**src/rtl/regheap_write_scheduler_pkg.sv**
```systemverilog
// rtl/regheap_write_scheduler_pkg.sv - shared encodings for the register heap write scheduler
package regheap_write_scheduler_pkg;

  typedef enum logic [1:0] {
    REQ_NONE = 2'd0,
    REQ_WB   = 2'd1,
    REQ_LD   = 2'd2,
    REQ_DBG  = 2'd3
  } req_e;

  localparam logic [3:0] R0  = 4'd0;
  localparam logic [3:0] R1  = 4'd1;
  localparam logic [3:0] R2  = 4'd2;
  localparam logic [3:0] R3  = 4'd3;
  localparam logic [3:0] R4  = 4'd4;
  localparam logic [3:0] R5  = 4'd5;
  localparam logic [3:0] R6  = 4'd6;
  localparam logic [3:0] R7  = 4'd7;
  localparam logic [3:0] SP  = 4'd8;
  localparam logic [3:0] T   = 4'd9;
  localparam logic [3:0] IH  = 4'd10;
  localparam logic [3:0] RA  = 4'd11;
  localparam logic [3:0] EPC = 4'd12;

  localparam logic [3:0] EPC_IDX = EPC;

endpackage

```
**src/rtl/regheap_write_scheduler_rr_arbiter.sv**
```systemverilog
// rtl/regheap_write_scheduler_rr_arbiter.sv - 2-way round-robin arbiter with starvation override
module regheap_rr_arbiter #(
  parameter int STARVE_LIMIT = 4
) (
  input  logic clk,
  input  logic rst_n,
  input  logic i_a_valid,
  input  logic i_b_valid,
  input  logic i_hold,
  output logic o_a_grant,
  output logic o_b_grant
);

  localparam int CW = $clog2(STARVE_LIMIT + 1);
  localparam logic [CW-1:0] LIM = CW'(STARVE_LIMIT);

  logic          r_ptr_b;
  logic [CW-1:0] r_cnt_a;
  logic [CW-1:0] r_cnt_b;
  logic          w_a_starved;
  logic          w_b_starved;

  assign w_a_starved = i_a_valid && (r_cnt_a == LIM);
  assign w_b_starved = i_b_valid && (r_cnt_b == LIM);

  // Starvation beats the external hold (WB); a tie is broken by the pointer.
  always_comb begin
    o_a_grant = 1'b0;
    o_b_grant = 1'b0;
    if (w_a_starved && w_b_starved) begin
      o_a_grant = !r_ptr_b;
      o_b_grant = r_ptr_b;
    end else if (w_a_starved) begin
      o_a_grant = 1'b1;
    end else if (w_b_starved) begin
      o_b_grant = 1'b1;
    end else if (!i_hold) begin
      if (i_a_valid && i_b_valid) begin
        o_a_grant = !r_ptr_b;
        o_b_grant = r_ptr_b;
      end else begin
        o_a_grant = i_a_valid;
        o_b_grant = i_b_valid;
      end
    end
  end

  always_ff @(posedge clk or negedge rst_n) begin
    if (!rst_n) begin
      r_ptr_b <= 1'b0;
      r_cnt_a <= '0;
      r_cnt_b <= '0;
    end else begin
      if (o_a_grant) begin
        r_ptr_b <= 1'b1;
      end else if (o_b_grant) begin
        r_ptr_b <= 1'b0;
      end
      if (!i_a_valid || o_a_grant) begin
        r_cnt_a <= '0;
      end else if (r_cnt_a != LIM) begin
        r_cnt_a <= r_cnt_a + 1'b1;
      end
      if (!i_b_valid || o_b_grant) begin
        r_cnt_b <= '0;
      end else if (r_cnt_b != LIM) begin
        r_cnt_b <= r_cnt_b + 1'b1;
      end
    end
  end

endmodule

```
**src/rtl/regheap_write_scheduler.sv**
```systemverilog
// rtl/regheap_write_scheduler.sv - shares the register heap write port among WB, LD and DBG
module regheap_write_scheduler
  import regheap_write_scheduler_pkg::*;
#(
  parameter int         STARVE_LIMIT = 4,
  parameter logic [3:0] EPC_IDX      = regheap_write_scheduler_pkg::EPC_IDX
) (
  input  logic        CLK,
  input  logic        RST,
  input  logic        wb_we_i,
  input  logic [3:0]  wb_reg_i,
  input  logic [15:0] wb_data_i,
  output logic        wb_stall_o,
  input  logic        ld_valid_i,
  input  logic [3:0]  ld_reg_i,
  input  logic [15:0] ld_data_i,
  output logic        ld_ready_o,
  input  logic        dbg_valid_i,
  input  logic [3:0]  dbg_reg_i,
  input  logic [15:0] dbg_data_i,
  output logic        dbg_ready_o,
  output logic        regwrite_o,
  output logic [3:0]  wrreg_o,
  output logic [15:0] wdata_o,
  output logic [15:0] pend_o,
  output logic        prot_err_o
);

  logic        w_ld_grant;
  logic        w_dbg_grant;
  req_e        w_winner;
  logic [3:0]  w_sel_reg;
  logic [15:0] w_sel_data;
  logic [15:0] w_pend;

  logic        r_regwrite;
  logic [3:0]  r_wrreg;
  logic [15:0] r_wdata;
  logic        r_prot_err;

  regheap_rr_arbiter #(
    .STARVE_LIMIT (STARVE_LIMIT)
  ) u_arb (
    .clk       (CLK),
    .rst_n     (RST),
    .i_a_valid (ld_valid_i),
    .i_b_valid (dbg_valid_i),
    .i_hold    (wb_we_i),
    .o_a_grant (w_ld_grant),
    .o_b_grant (w_dbg_grant)
  );

  always_comb begin
    w_winner   = REQ_NONE;
    w_sel_reg  = wb_reg_i;
    w_sel_data = wb_data_i;
    if (w_ld_grant) begin
      w_winner   = REQ_LD;
      w_sel_reg  = ld_reg_i;
      w_sel_data = ld_data_i;
    end else if (w_dbg_grant) begin
      w_winner   = REQ_DBG;
      w_sel_reg  = dbg_reg_i;
      w_sel_data = dbg_data_i;
    end else if (wb_we_i) begin
      w_winner = REQ_WB;
    end
  end

  assign ld_ready_o  = w_ld_grant;
  assign dbg_ready_o = w_dbg_grant;
  assign wb_stall_o  = wb_we_i && (w_winner != REQ_WB);

  // EPC writes are accepted on the handshake but never reach the heap;
  // address/data hold so the heap never sees the EPC index.
  always_ff @(posedge CLK or negedge RST) begin
    if (!RST) begin
      r_regwrite <= 1'b0;
      r_wrreg    <= '0;
      r_wdata    <= '0;
      r_prot_err <= 1'b0;
    end else if (w_winner == REQ_NONE) begin
      r_regwrite <= 1'b0;
      r_prot_err <= 1'b0;
    end else if (w_sel_reg == EPC_IDX) begin
      r_regwrite <= 1'b0;
      r_prot_err <= 1'b1;
    end else begin
      r_regwrite <= 1'b1;
      r_prot_err <= 1'b0;
      r_wrreg    <= w_sel_reg;
      r_wdata    <= w_sel_data;
    end
  end

  always_comb begin
    w_pend = '0;
    if (ld_valid_i && !w_ld_grant) begin
      w_pend[ld_reg_i] = 1'b1;
    end
    if (dbg_valid_i && !w_dbg_grant) begin
      w_pend[dbg_reg_i] = 1'b1;
    end
    if (wb_stall_o) begin
      w_pend[wb_reg_i] = 1'b1;
    end
    if (r_regwrite) begin
      w_pend[r_wrreg] = 1'b1;
    end
    w_pend[EPC_IDX] = 1'b0;
  end

  assign regwrite_o = r_regwrite;
  assign wrreg_o    = r_wrreg;
  assign wdata_o    = r_wdata;
  assign prot_err_o = r_prot_err;
  assign pend_o     = w_pend;

endmodule
```
**config.mk**
```make
export PLATFORM = sky130hd
export DESIGN_NAME = regheap_write_scheduler
export DESIGN_NICKNAME = d
export VERILOG_FILES = /design/src/rtl/regheap_write_scheduler_pkg.sv /design/src/rtl/regheap_write_scheduler_rr_arbiter.sv /design/src/rtl/regheap_write_scheduler.sv
export SDC_FILE = /design/constraint.sdc
export NUM_CORES = 1
export LEC_CHECK = 0
export CORE_ASPECT_RATIO = 1.75
export CORE_MARGIN = 3
export CORE_UTILIZATION = 35
export DETAILED_ROUTE_END_ITERATION = 10
export DONT_BUFFER_PORTS = 1
export GPL_TIMING_DRIVEN = 0
export PLACE_DENSITY = 0.54
export SYNTH_ARGS = -nofsm -noshare
export SYNTH_HDL_FRONTEND = slang
export SYNTH_SLANG_ARGS = --single-unit
```
**constraint.sdc**
```tcl
create_clock -name CLK -period 2.1 [get_ports CLK]
set_input_delay 0.315 -clock CLK [delete_from_list [all_inputs] [get_ports CLK]]
set_output_delay 0.315 -clock CLK [all_outputs]
set_load 0.03 [all_outputs]
```
==> results.py, run 1 <==
metrics = {
    "worst_hold_path": {
        "min_path_type": "in2reg",
        "hold_start": "ld_reg_i[1]",
    },
    "floorplan": {
        "core_mm2": 0.00664,
        "initial_core_util_pct": 36.8,
        "die_area_mm2": 0.00806,
        "rows": 39,
        "ioPinCount": 106,
        "die_w_um": 69.1,
        "die_h_um": 117,
    },
    "synth": {
        "synth.top_cell.area_share_pct": 29.7,
        "syn-num-nets": 353,
        "ys_seq_elements": 29,
        "ys.flop_type": "dfrtp_1",
        "synth_commonest_cells": "nor3_1 (31), dfrtp_1 (29), nand2_1 (24)",
        "netlist_instances": 284,
        "avgSynthCellArea_um2": 8.60,
        "synth_edf_count": 0,
        "seq_area_frac_synth_pct": 29.7,
        "yosysTopAreaCell": "dfrtp_1",
        "synthMostInstantiatedCell": "nor3_1",
        "synth.distinct_cells": 53,
        "postSynth.asyncResetShare_pct": 100,
        "netlist_area_mm2": 0.00244,
        "synthTopCellsByArea": "dfrtp_1 (30%), nor3_1 (6.4%), mux2_4 (6.1%)",
        "yosysWarnings": 0,
    },
    "global_route": {
        "grt_max_degree": 30,
        "grt_pass1_wl_um": 13500,
        "first_global_vias": 2629,
        "antenna_found_initial": 0,
        "grt-ovfl-total": 0,
        "track_usage_pct": 21.0,
    },
    "layout": {
        "final_cells": 407,
        "synthToLayoutAreaGrowth_pct": 41.3,
        "final_util_pct": 52.0,
        "drive_gt1_share_pct": 37.5,
        "antenna_cells": 0,
        "fillCellCount": 611,
        "nNetsFinal": 393,
    },
    "placement": {
        "place_inst": 366,
        "gp_congestion": 0.856,
        "dp_hpwl_um": 6290,
        "port_buffers": 0,
    },
    "sta": {
        "fin_ws_ps": -444,
        "worst_pin_slew_ps": 928,
        "skew_ps": 4.32,
        "timing.fmax_ghz": 0.393,
        "rsz0062_at_grt": "true",
        "period_minus_slack_ps": 2540,
        "final_hold_viol_count": 0,
        "finalCritPeriodShare_pct": 121,
        "finalSetupViolations": 36,
        "drv_slew": 0,
        "slew_headroom_pct": 37.7,
    },
    "power": {
        "intPower_w": 0.00162,
        "clock_power_share_pct": 33.3,
        "power_density_mw_per_mm2": 735,
        "ir_worst_vdd_uv": 424,
        "pwr-share-comb_pct": 32.1,
        "switching_share_pct": 35.9,
        "p_leak_nw": 1.34,
        "switching_power_w": 0.000910,
        "p_seq_share_pct": 34.6,
    },
    "clock_tree": {
        "cts_sinks": 29,
        "path_clk_slew_ps": 50,
        "cts.path.max_buffers": 2,
        "cts_buffers": 5,
        "htreeDepth": 2,
        "cts-root-buf": "clkbuf_16",
        "tritoncts": "done",
        "clock_latency_ps": 270,
    },
    "worst_setup_path": {
        "cp_cell_sequence": "inv_2 -> ha_4 -> and3_4 -> buf_4 -> o21a_4 -> and3b_1 -> a31oi_1 -> o221ai_4",
        "arrival_ps": 2230,
        "cp_num_buf_inv": 2,
        "cp_max_fo": 6,
        "cp_slowest_cell": "dfrtp_1",
        "critPathLaunchType": "flip-flop",
        "cp-startpoint": "u_arb.r_cnt_a[0]",
        "path_class": "reg2out",
        "end_kind": "output pin",
        "crit_path_max_incr_delay_ps": 350,
        "required_ps": 1780,
        "crit_family": "compound AO/OA/AOI/OAI gates",
        "r2r-start": "u_arb.r_cnt_a[0]",
    },
    "route": {
        "drtAntennaViolNets": 0,
        "wl_per_cell_um": 21.2,
        "drt_wl_total_um": 8640,
        "via_count": 2495,
        "drt_iter0_drc": 132,
        "route.detailed.drc": 0,
        "firstDrtPassIters": 4,
        "avgViaCountPerCell": 6.13,
    },
    "job": {
        "maxCapViolCount": 0,
    },
    "status": {
        "outcome": "complete, but fails checks",
        "violations": "setup timing",
    },
}
[worst reg2reg max path, stage by stage (launching register included)]
cell and delay (ps):
dfrtp_1 380, inv_2 80, ha_4 120, and3_4 220, buf_6 110, a21oi_2 50, or2_1 220, buf_6 140
buf_6 130, a211oi_4 250, buf_6 160, buf_12 130, mux2_4 300
[area by class of cell]
cell class                 instances  area, um2  share of cell area, %
timing repair buffer              36        348                   10.1
clock inverter                     2       37.5                   1.09
buffer                            19        141                   4.10
sequential                        29        726                   21.0
tap                               82        103                   2.97
multi-input combinational        224       1910                   55.4
inverter                           9       46.3                   1.34
clock buffer                       6        139                   4.02
[path summary, 6_finish.rpt]
kind,end,slack (ps),cells after the start
max,pend_o[14],-440,8
min,wrreg_o[1],300,2
max reg2reg,wdata_o[8],-300,12
min reg2reg,u_arb.r_cnt_a[2],590,3
max in group asynchronous,wrreg_o[2],1440,2
min in group asynchronous,wdata_o[3],500,2
[power by group through the flow]
stage	logic, W	registers (W)	clock network [W]
2_1_floorplan	0.000550	0.000861	0
3_3_place_gp	0.000641	0.000891	0
3_5_place_dp	0.000648	0.000890	0
4_1_cts	0.000771	0.000880	0.000860
5_1_grt	0.000872	0.000891	0.000880
6_report	0.000813	0.000878	0.000845
[kinds of logic after synthesis]
| kind of cell | count (synthesis) | share of synthesized area (%) |
|---|---|---|
| compound gates | 82 | 24.3 |
| fa+ha+maj | 4 | 2.05 |
| flops | 29 | 29.7 |
| simple gates | 117 | 26.7 |
| mux | 19 | 10.3 |
| xor+xnor | 1 | 0.359 |
| buf+inv | 31 | 6.35 |
| other cells | 1 | 0.154 |
[stage by stage]
step           TNS (ps)  hold slack [ps]  area (um2)  setup slack, ps  power [W]
2_1_floorplan     -2760             19.4        2700             -176    0.00141
3_3_place_gp      -8570             20.4        2800             -419    0.00153
3_5_place_dp      -9350             20.3        2800             -438    0.00154
4_1_cts          -11520              294        3370             -446    0.00251
5_1_grt          -14150              308        3450             -497    0.00264
6_report         -11040              296        3450             -444    0.00253
[registers in the layout (all words and copies together) (netlist names)]
name,flops
u_arb.r_ptr_b,1
u_arb.r_cnt_a,3
prot_err_o,1
u_arb.r_cnt_b,3
regwrite_o,1
wdata_o,16
wrreg_o,4
[timing repair]
item,CTS,global route
resized for setup,37,12
endpoints found under the hold margin,29,0
pin swaps,18,17
hold buffers,2,0
setup buffers,27,8
cloned,1,1
endpoints found under the setup margin,36,38
[layer usage]
layer / vias to the layer above / track usage [%] / part of all wire (%)
met5: - / 0 / 0
li1: 1164 / - / -
met3: 14 / 4.39 / 6.5
met4: 0 / 8.87 / 1.9
met1: 1216 / 22.0 / 37
met2: 101 / 40.3 / 55
[cells in the final DEF, fill, tap and decap left out, types with 3 or more instances in the layout]
master,netlist,layout
buf_6,3,11
nor2b_1,5,5
buf_8,0,4
dfrtp_1,29,29
inv_2,1,4
inv_1,8,4
a31oi_1,23,23
nor2_1,10,7
o22ai_1,5,5
nor3_1,31,28
buf_4,3,24
nand3_1,4,3
buf_2,4,4
nand2_1,24,24
clkbuf_1,9,6
mux2_4,10,18
clkbuf_16,0,6
nor3_2,0,3
nand3b_1,19,19
o21ai_0,17,17
a221o_2,0,6
o221ai_4,0,8
nand2b_1,6,6
or2_2,3,3
o22a_1,5,5
Power figures use the tool's default switching activity.
==> inputs of run 2 (changes only) <==
--- a/config.mk
+++ b/config.mk
@@ -7,11 +7,11 @@
 export LEC_CHECK = 0
 export CORE_ASPECT_RATIO = 1.75
 export CORE_MARGIN = 3
-export CORE_UTILIZATION = 35
+export CORE_UTILIZATION = 50
 export DETAILED_ROUTE_END_ITERATION = 10
 export DONT_BUFFER_PORTS = 1
 export GPL_TIMING_DRIVEN = 0
-export PLACE_DENSITY = 0.54
+export PLACE_DENSITY = 0.71
 export SYNTH_ARGS = -nofsm -noshare
 export SYNTH_HDL_FRONTEND = slang
 export SYNTH_SLANG_ARGS = --single-unit
==> run 2 against run 1 <==
The run still ends with setup timing left. Critical path depth unchanged. Die area shrank 28%. Power fell by 14%. Cell area down 5.6%. Combinational power fell by 4.9%. Critical path type unchanged. Clock power fell by 38%.
==> results.py, run 2 (synthesis results as in run 1) <==
metrics = {
    "placement": {
        "gp_congestion": 0.941,
        "place_inst": 336,
        "dp_hpwl_um": 5710,
        "port_buffers": 0,
    },
    "clock_tree": {
        "path_clk_slew_ps": 70,
        "cts-root-buf": "clkbuf_8",
        "cts_sinks": 29,
        "cts.path.max_buffers": 2,
        "tritoncts": "done",
        "clock_latency_ps": 290,
        "htreeDepth": 2,
        "cts_buffers": 5,
    },
    "worst_hold_path": {
        "min_path_type": "in2reg",
        "holdPathEnd": "wrreg_o[1]",
        "min_path_cells": 2,
        "hold_start": "ld_reg_i[1]",
    },
    "worst_setup_path": {
        "arrival_ps": 2230,
        "r2r-start": "u_arb.r_cnt_a[0]",
        "crit_path_max_incr_delay_ps": 360,
        "cp_slowest_cell": "dfrtp_1",
        "end_kind": "output pin",
        "critPathLaunchType": "flip-flop",
        "cp_cell_sequence": "inv_2 -> ha_4 -> and3_4 -> buf_4 -> o21a_4 -> and3b_1 -> a31oi_1 -> o221ai_4",
        "r2r_cells": 11,
        "required_ps": 1780,
        "path_class": "reg2out",
        "r2r-end": "wdata_o[13]",
        "r2r_slack_ps": -230,
        "cp_max_fo": 5,
    },
    "sta": {
        "final_hold_viol_count": 0,
        "drv_slew": 0,
        "period_minus_slack_ps": 2540,
        "timing.fmax_ghz": 0.394,
        "worst_pin_slew_ps": 798,
        "finalSetupViolations": 36,
        "slew_headroom_pct": 46.4,
        "fin_ws_ps": -440,
        "skew_ps": 7.11,
        "fin_tns_setup_ps": -9820,
        "rsz0062_at_grt": "true",
        "finalCritPeriodShare_pct": 121,
        "hold_slack_ps": 265,
    },
    "layout": {
        "drive_gt1_share_pct": 36.7,
        "final_util_pct": 69.2,
        "largest_reg_flops": 16,
        "nNetsFinal": 387,
        "synthToLayoutAreaGrowth_pct": 33.4,
        "final_common_cell": "dfrtp_1",
        "final_cell_mix": "dfrtp_1 (29), nor3_1 (28), nand2_1 (23), a31oi_1 (22), buf_4 (20)",
        "antenna_cells": 0,
        "fillCellCount": 397,
        "final_cells": 371,
    },
    "route": {
        "via_count": 2482,
        "route.detailed.drc": 0,
        "avgViaCountPerCell": 6.69,
        "firstDrtPassIters": 4,
        "drtAntennaViolNets": 0,
        "drt_iter0_drc": 94,
        "drt_wl_total_um": 8030,
        "wl_per_cell_um": 21.6,
    },
    "power": {
        "switching_power_w": 0.000875,
        "pwr-share-comb_pct": 35.6,
        "ir_worst_vdd_uv": 537,
        "switching_share_pct": 40.2,
        "clock_power_share_pct": 24.1,
        "p_seq_share_pct": 40.4,
        "intPower_w": 0.00130,
        "p_leak_nw": 1.27,
        "power_density_mw_per_mm2": 668,
    },
    "status": {
        "outcome": "complete, but fails checks",
        "violations": "setup timing",
    },
    "global_route": {
        "antenna_found_initial": 0,
        "track_usage_pct": 29.1,
        "grt_max_degree": 30,
        "first_global_vias": 2656,
        "grt_pass1_wl_um": 13100,
        "grt-ovfl-total": 0,
    },
    "floorplan": {
        "die_w_um": 58.8,
        "rows": 33,
        "ioPinCount": 106,
        "initial_core_util_pct": 51.9,
        "die_area_mm2": 0.00579,
        "die_h_um": 98.5,
        "core_mm2": 0.00471,
    },
    "job": {
        "maxCapViolCount": 0,
    },
}
run 2: metrics by stage:
stage               area (um2)  power, W  setup WS (ps)
floorplan                 2700   0.00141           -176
global placement          2760   0.00152           -417
detailed placement        2760   0.00153           -436
CTS                       3230   0.00217           -456
global route              3260   0.00228           -507
finish                    3260   0.00218           -440
run 2: power groups by stage:
stage	Combinational [W]	Clock [W]	Sequential [W]
final	0.000773	0.000524	0.000878
after global routing	0.000839	0.000556	0.000889
after detailed placement	0.000643	0	0.000888
after global placement	0.000632	0	0.000887
after floorplan	0.000550	0	0.000861
after CTS	0.000758	0.000530	0.000878
run 2: how the worst max path moves through the flow:
| stage | endpoint | slack (ps) | depth (start not counted) | from |
|---|---|---|---|---|
| CTS | pend_o[14] | -460 | 7 | u_arb.r_cnt_a[1] |
| global placement | pend_o[2] | -420 | 8 | u_arb.r_cnt_b[0] |
| global route | pend_o[14] | -510 | 7 | u_arb.r_cnt_a[0] |
| finish | pend_o[14] | -440 | 8 | u_arb.r_cnt_a[0] |
| detailed placement | pend_o[6] | -440 | 9 | u_arb.r_cnt_a[1] |
| floorplan | pend_o[3] | -180 | 9 | u_arb.r_cnt_a[1] |
run 2: timing repair:
item / 4_1_cts / 5_1_grt
hold buffers: 2 / 0
gates cloned: 1 / 0
endpoints found under the setup margin: 36 / 37
buffers inserted: 24 / 4
resized for setup: 34 / 10
pin swaps: 22 / 11
endpoints found under the hold margin: 29 / 0
run 2: cell type report:
type                       count  area, um2  share of cell area, %
timing repair buffer          29        270                   8.29
sequential                    29        726                   22.3
buffer                        20        135                   4.15
multi-input combinational    224       1920                   58.9
clock buffer                   7       96.3                   2.96
tap                           52       65.1                   2.00
inverter                       9       41.3                   1.27
clock inverter                 1       5.00                  0.154
run 2: worst max-delay path, delay by kind of cell (launching register included):
family | cells | cell delay, ps
adders and majority gates | 1 | 150
AOI/OAI and AO/OA | 3 | 800
buffers and inverters | 2 | 200
DFF | 1 | 360
and+or+nand+nor | 2 | 420
run 2: routing by layer:
metal	global-route usage (%)	vias up	part of all wire [%]
met5	0	-	0
met4	10.5	0	2.3
met3	6.16	16	7.2
met2	52.0	117	55
met1	32.6	1197	36
li1	-	1152	-
==> edit 1: new RTL, settings of run 1 <==
Put a register stage on the output `dbg_ready_o`, cleared by the reset. The value now appears one clock later. The other outputs are not delayed to match.
--- a/src/rtl/regheap_write_scheduler.sv
+++ b/src/rtl/regheap_write_scheduler.sv
@@ -69,5 +69,11 @@
 
   assign ld_ready_o  = w_ld_grant;
-  assign dbg_ready_o = w_dbg_grant;
+  always_ff @(posedge CLK or negedge RST) begin
+    if (!RST) begin
+      dbg_ready_o <= '0;
+    end else begin
+      dbg_ready_o <= w_dbg_grant;
+    end
+  end
   assign wb_stall_o  = wb_we_i && (w_winner != REQ_WB);
 
Formal check against the unedited RTL: not equivalent (Yosys sat finds a counterexample within 4 cycles, from zero or initial values and one cycle with RST low).
==> edit 1 against run 1 <==
Critical path type is now reg -> reg. The flow still finishes with violations (negative setup slack). Clock skew is 2.2 ps higher. Sequential cell count grew 1. Via count decreased by 5.0%. Synthesized area shrank 5.5%. Non-clock buffer count fell by 6. Largest cell class unchanged. Highest routed layer unchanged. Routed wire length is 8.1% lower. Setup slack worse by 100 ps. Total power fell by 3.4%. Global-route usage is 0.051 points higher. Register-to-register slack lost 250 ps. First-iteration DRC count fell by 11%. Cell area down 2.8%.
==> edit 1: results (changes against run 1) <==
synth_xor_area_share_pct: 0.759  # was 0.359%
signal_buffers: 49  # was 55
multiInputGateArea_um2: 1870  # was 1910 um^2
synth-adder-area-share_pct: 2.17  # was 2.05%
whs_ps: 315  # was 296 ps
reg2reg_to: "wdata_o[3]"  # was wdata_o[8]
synthCells: 286  # was 284
inv_count: 11  # was 9
cp.arrival_ps: 2820  # was 2230 ps
synth_cell_types: 44  # was 53
seq_area_um2: 751  # was 726 um^2
synth_top_area_share_pct: 32.5  # was 29.7%
failed_checks: "negative setup slack"  # unchanged
syn_nets: 355  # was 353
min_from: "dbg_valid_i"  # was ld_reg_i[1]
dieWidth_um: 67.4  # was 69.1 um
setup_viol: 36  # unchanged
drive_above_1_share_pct: 42.1  # was 37.5%
hpwl_mm: 5.69  # was 6.29 mm
post_dp_cell_area_um2: 2630  # was 2800 um^2
viasPerCell: 5.78  # was 6.13
r2r-start: "u_arb.r_cnt_a[1]"  # was u_arb.r_cnt_a[0]
fin_setup_tns_ps: -17370  # was -11040 ps
grt_usage_pct: 21.1  # was 21.0%
place_congestion: 0.838  # was 0.856
tightest_slew_ps: 670  # was 928 ps
drtIter0Drc: 118  # was 132
grt_start_max_net_pins: 31  # was 30
synthTopCellsByCount: "nand2_1 (50), nor2_1 (45), dfrtp_1 (30)"  # was nor3_1 (31), dfrtp_1 (29), nand2_1 (24)
synth_compound_area_share_pct: 19.0  # was 24.3%
cp-end-kind: "register"  # was primary output
pre_cts_ws_ps: -588  # was -438 ps
seq_area_frac_synth_pct: 32.5  # was 29.7%
final_cells: 410  # was 407
finClkSkew_ps: 6.51  # was 4.32 ps
status: "finished with violations"  # unchanged
synth.area.top_cells: "dfrtp_1 (33%), mux2_4 (12%), nand2_1 (8.1%), nor2_1 (7.3%), a31oi_1 (4.9%)"  # was dfrtp_1 (30%), nor3_1 (6.4%), mux2_4 (6.1%), a31oi_1 (5.9%), nand3b_1 (5.8%)
clock-sinks: 30  # was 29
layout_setup_ws_ps: -549  # was -444 ps
buffer_area_share_pct: 14.2  # about the same
sh_seq_area_pct: 22.4  # was 21.0%
nets: 398  # was 393
clk_share_pct: 3.25  # was 5.11%
path_clk_slew_ps: 70  # was 50 ps
comb.multi_input.count: 232  # was 224
ir_drop_mv: 0.649  # was 0.424 mV
largest_reg_flops: 16  # unchanged
power.leakage_nw: 1.45  # was 1.34 nW
path_max_fanout: 5  # was 6
n_fill_cell: 614  # was 611
grt_pass1_vias: 2445  # was 2629
grt_pass1_wl_mm: 12.3  # was 13.5 mm
wl_per_cell_um: 19.4  # was 21.2 um
[edit 1: cell types whose count changed in the layout (fill, tap and decap cells not counted), moves of 9 or more]
cell / change
nand2_1: +21
nand3b_1: -15
nor2_1: +33
nor3_1: -19
o21ai_0: -15
o21ai_4: +9
[edit 1: repair_timing]
action	4_1_cts	5_1_grt
hold buffers	2	0
cloned	1	1
pin swaps	19	25
hold endpoints to repair	30	0
gates resized for setup	51	17
buffers inserted	26	11
endpoints found under the setup margin	38	42
[edit 1: layer usage]
layer	track usage, %	part of all wire, %	up-vias
met5	0	0	-
met4	7.72	3.1	0
met3	4.33	7.2	17
met2	39.3	55	112
met1	22.3	34	1138
li1	-	-	1103
[edit 1: power by group]
part	internal (mW)	total, mW	switching, mW
registers	0.674	0.952	0.278
clock network	0.349	0.569	0.220
logic	0.456	0.927	0.471
==> edit 2: new RTL, settings of run 1 <==
Made on the original files. `STARVE_LIMIT` is set to 4 in 2 places; all go to 2.
--- a/src/rtl/regheap_write_scheduler_rr_arbiter.sv
+++ b/src/rtl/regheap_write_scheduler_rr_arbiter.sv
@@ -1,5 +1,5 @@
 // rtl/regheap_write_scheduler_rr_arbiter.sv - 2-way round-robin arbiter with starvation override
 module regheap_rr_arbiter #(
-  parameter int STARVE_LIMIT = 4
+  parameter int STARVE_LIMIT = 2
 ) (
   input  logic clk,
--- a/src/rtl/regheap_write_scheduler.sv
+++ b/src/rtl/regheap_write_scheduler.sv
@@ -3,5 +3,5 @@
   import regheap_write_scheduler_pkg::*;
 #(
-  parameter int         STARVE_LIMIT = 4,
+  parameter int         STARVE_LIMIT = 2,
   parameter logic [3:0] EPC_IDX      = regheap_write_scheduler_pkg::EPC_IDX
 ) (
Check against the original RTL: not equivalent (Yosys sat finds a counterexample within 4 cycles, from zero or initial values and one cycle with RST low).
==> edit 2 against run 1 <==
The run still ends with negative setup slack left. Setup slack lost 81 ps. Total power grew 4.1%. Sequential cell count shrank 2. Via count shrank 16%. Synthesized area shrank 11%. Clock power shrank 66%. Utilization shrank 1.2 points. Cell area shrank 13%. Routed wire length shrank 20%. Sequential share of layout area grew 1.4 points. Critical endpoint is now pend_o[4]. Largest power group is now combinational cells. Highest routed layer unchanged.
==> edit 2: results (changes against run 1) <==
cts_max_level: 1  # was 2
wl_per_cell_um: 19.1  # was 21.2 um
worstHoldEndpoint: "u_arb.r_cnt_a[0]"  # was wrreg_o[1]
met3_length_um: 424  # was 559 um
hpwl_mm: 5.35  # was 6.29 mm
wl_met1_mm: 2.37  # was 3.20 mm
syn_nets: 323  # was 353
ir_drop_mv: 0.406  # was 0.424 mV
sh_seq_area_pct: 22.4  # was 21.0%
grt_start_max_net_pins: 28  # was 30
synth_cell_types: 44  # was 53
fin_setup_tns_ps: -15940  # was -11040 ps
buffer_area_share_pct: 12.0  # was 14.2%
power.leakage_nw: 1.23  # was 1.34 nW
cts_root_buf: "clkbuf_8"  # was clkbuf_16
vias: 2108  # was 2495
reg2reg_to: "wdata_o[12]"  # was wdata_o[8]
setup_viol: 38  # was 36
signal_buffers: 38  # was 55
synth_area_um2: 2170  # was 2440 um^2
grt_pass1_wl_mm: 10.5  # was 13.5 mm
critPathMaxStageDelay_ps: 430  # was 350 ps
synth-adder-area-share_pct: 1.16  # was 2.05%
synthTopCellsByCount: "nand2_1 (45), nor2_1 (33), dfrtp_1 (27)"  # was nor3_1 (31), dfrtp_1 (29), nand2_1 (24)
synth_compound_area_share_pct: 25.0  # was 24.3%
rrSetupSlack_ps: -510  # was -300 ps
synth_xor_area_share_pct: 0.404  # was 0.359%
path_clk_slew_ps: 90  # was 50 ps
clk_share_pct: 1.50  # was 5.11%
comb.multi_input.count: 204  # was 224
status: "finished with violations"  # unchanged
cp.arrival_ps: 2310  # was 2230 ps
drive_above_1_share_pct: 37.5  # about the same
drtIter0Drc: 104  # was 132
synth_mux_area_share_pct: 11.6  # was 10.3%
finClkSkew_ps: 4.78  # was 4.32 ps
n_fill_cell: 606  # was 611
grt_usage_pct: 18.9  # was 21.0%
seq_area_frac_synth_pct: 31.2  # was 29.7%
layout_setup_ws_ps: -526  # was -444 ps
numCtsBuffers: 3  # was 5
failed_checks: "negative setup slack"  # unchanged
synth.area.top_cells: "dfrtp_1 (31%), mux2_4 (9.0%), nand2_1 (7.8%), o221ai_1 (6.5%), nor2_1 (5.7%)"  # was dfrtp_1 (30%), nor3_1 (6.4%), mux2_4 (6.1%), a31oi_1 (5.9%), nand3b_1 (5.8%)
place_congestion: 0.843  # was 0.856
min_from: "ld_valid_i"  # was ld_reg_i[1]
r2r_cells: 11  # was 12
inv_count: 12  # was 9
## edit 2: where the power goes
part           total (mW)  internal (mW)  switching [mW]
clock               0.290          0.136           0.154
sequential           1.05          0.658           0.393
combinational        1.30          0.627           0.670
total                2.64           1.42            1.22
## edit 2: per-layer routing
layer  up-vias  track usage [%]
met2        82             38.1
li1        999                -
met5         -                0
met1      1019             18.7
met3         8             3.04
met4         0             6.53
## edit 2: what timing repair did
| action | in CTS | in global routing |
|---|---|---|
| gates cloned | 1 | 0 |
| endpoints found under the setup margin | 39 | 40 |
| gates resized for setup | 50 | 13 |
| hold endpoints to repair | 27 | 0 |
| buffers inserted | 16 | 8 |
| hold buffers | 2 | 0 |
| pin swaps | 24 | 19 |
## edit 2: how the worst max path moves through the flow
| stage | to | depth (start not counted) |
|---|---|---|
| after CTS | pend_o[0] | 7 |
| final | pend_o[4] | 7 |
| after global routing | wdata_o[12] | 11 |
| after floorplan | pend_o[11] | 9 |
| after detailed placement | pend_o[3] | 9 |
| after global placement | pend_o[3] | 9 |
## edit 2: worst max-delay path: cells and delay by family, from the launching register on
family / cells / cell delay [ps]
adder cells (fa/ha/maj): 1 / 210
buffers and inverters: 1 / 200
AND/OR/NAND/NOR: 3 / 630
AO/OA/AOI/OAI: 2 / 580
flip-flops: 1 / 430
## edit 2: per-stage QoR
| stage | setup slack, ps | cells | hold slack [ps] | utilization [%] | power (mW) |
|---|---|---|---|---|---|
| after floorplan | -446 | 256 | 19.4 | - | 1.87 |
| after global placement | -769 | 334 | 20.2 | 41.2 | 2.04 |
| after detailed placement | -769 | 334 | 20.1 | 41.2 | 2.05 |
| after CTS | -537 | 356 | 291 | 49.3 | 2.58 |
| after global routing | -609 | 363 | 305 | 50.8 | 2.80 |
| final | -526 | 363 | 298 | 50.8 | 2.64 |
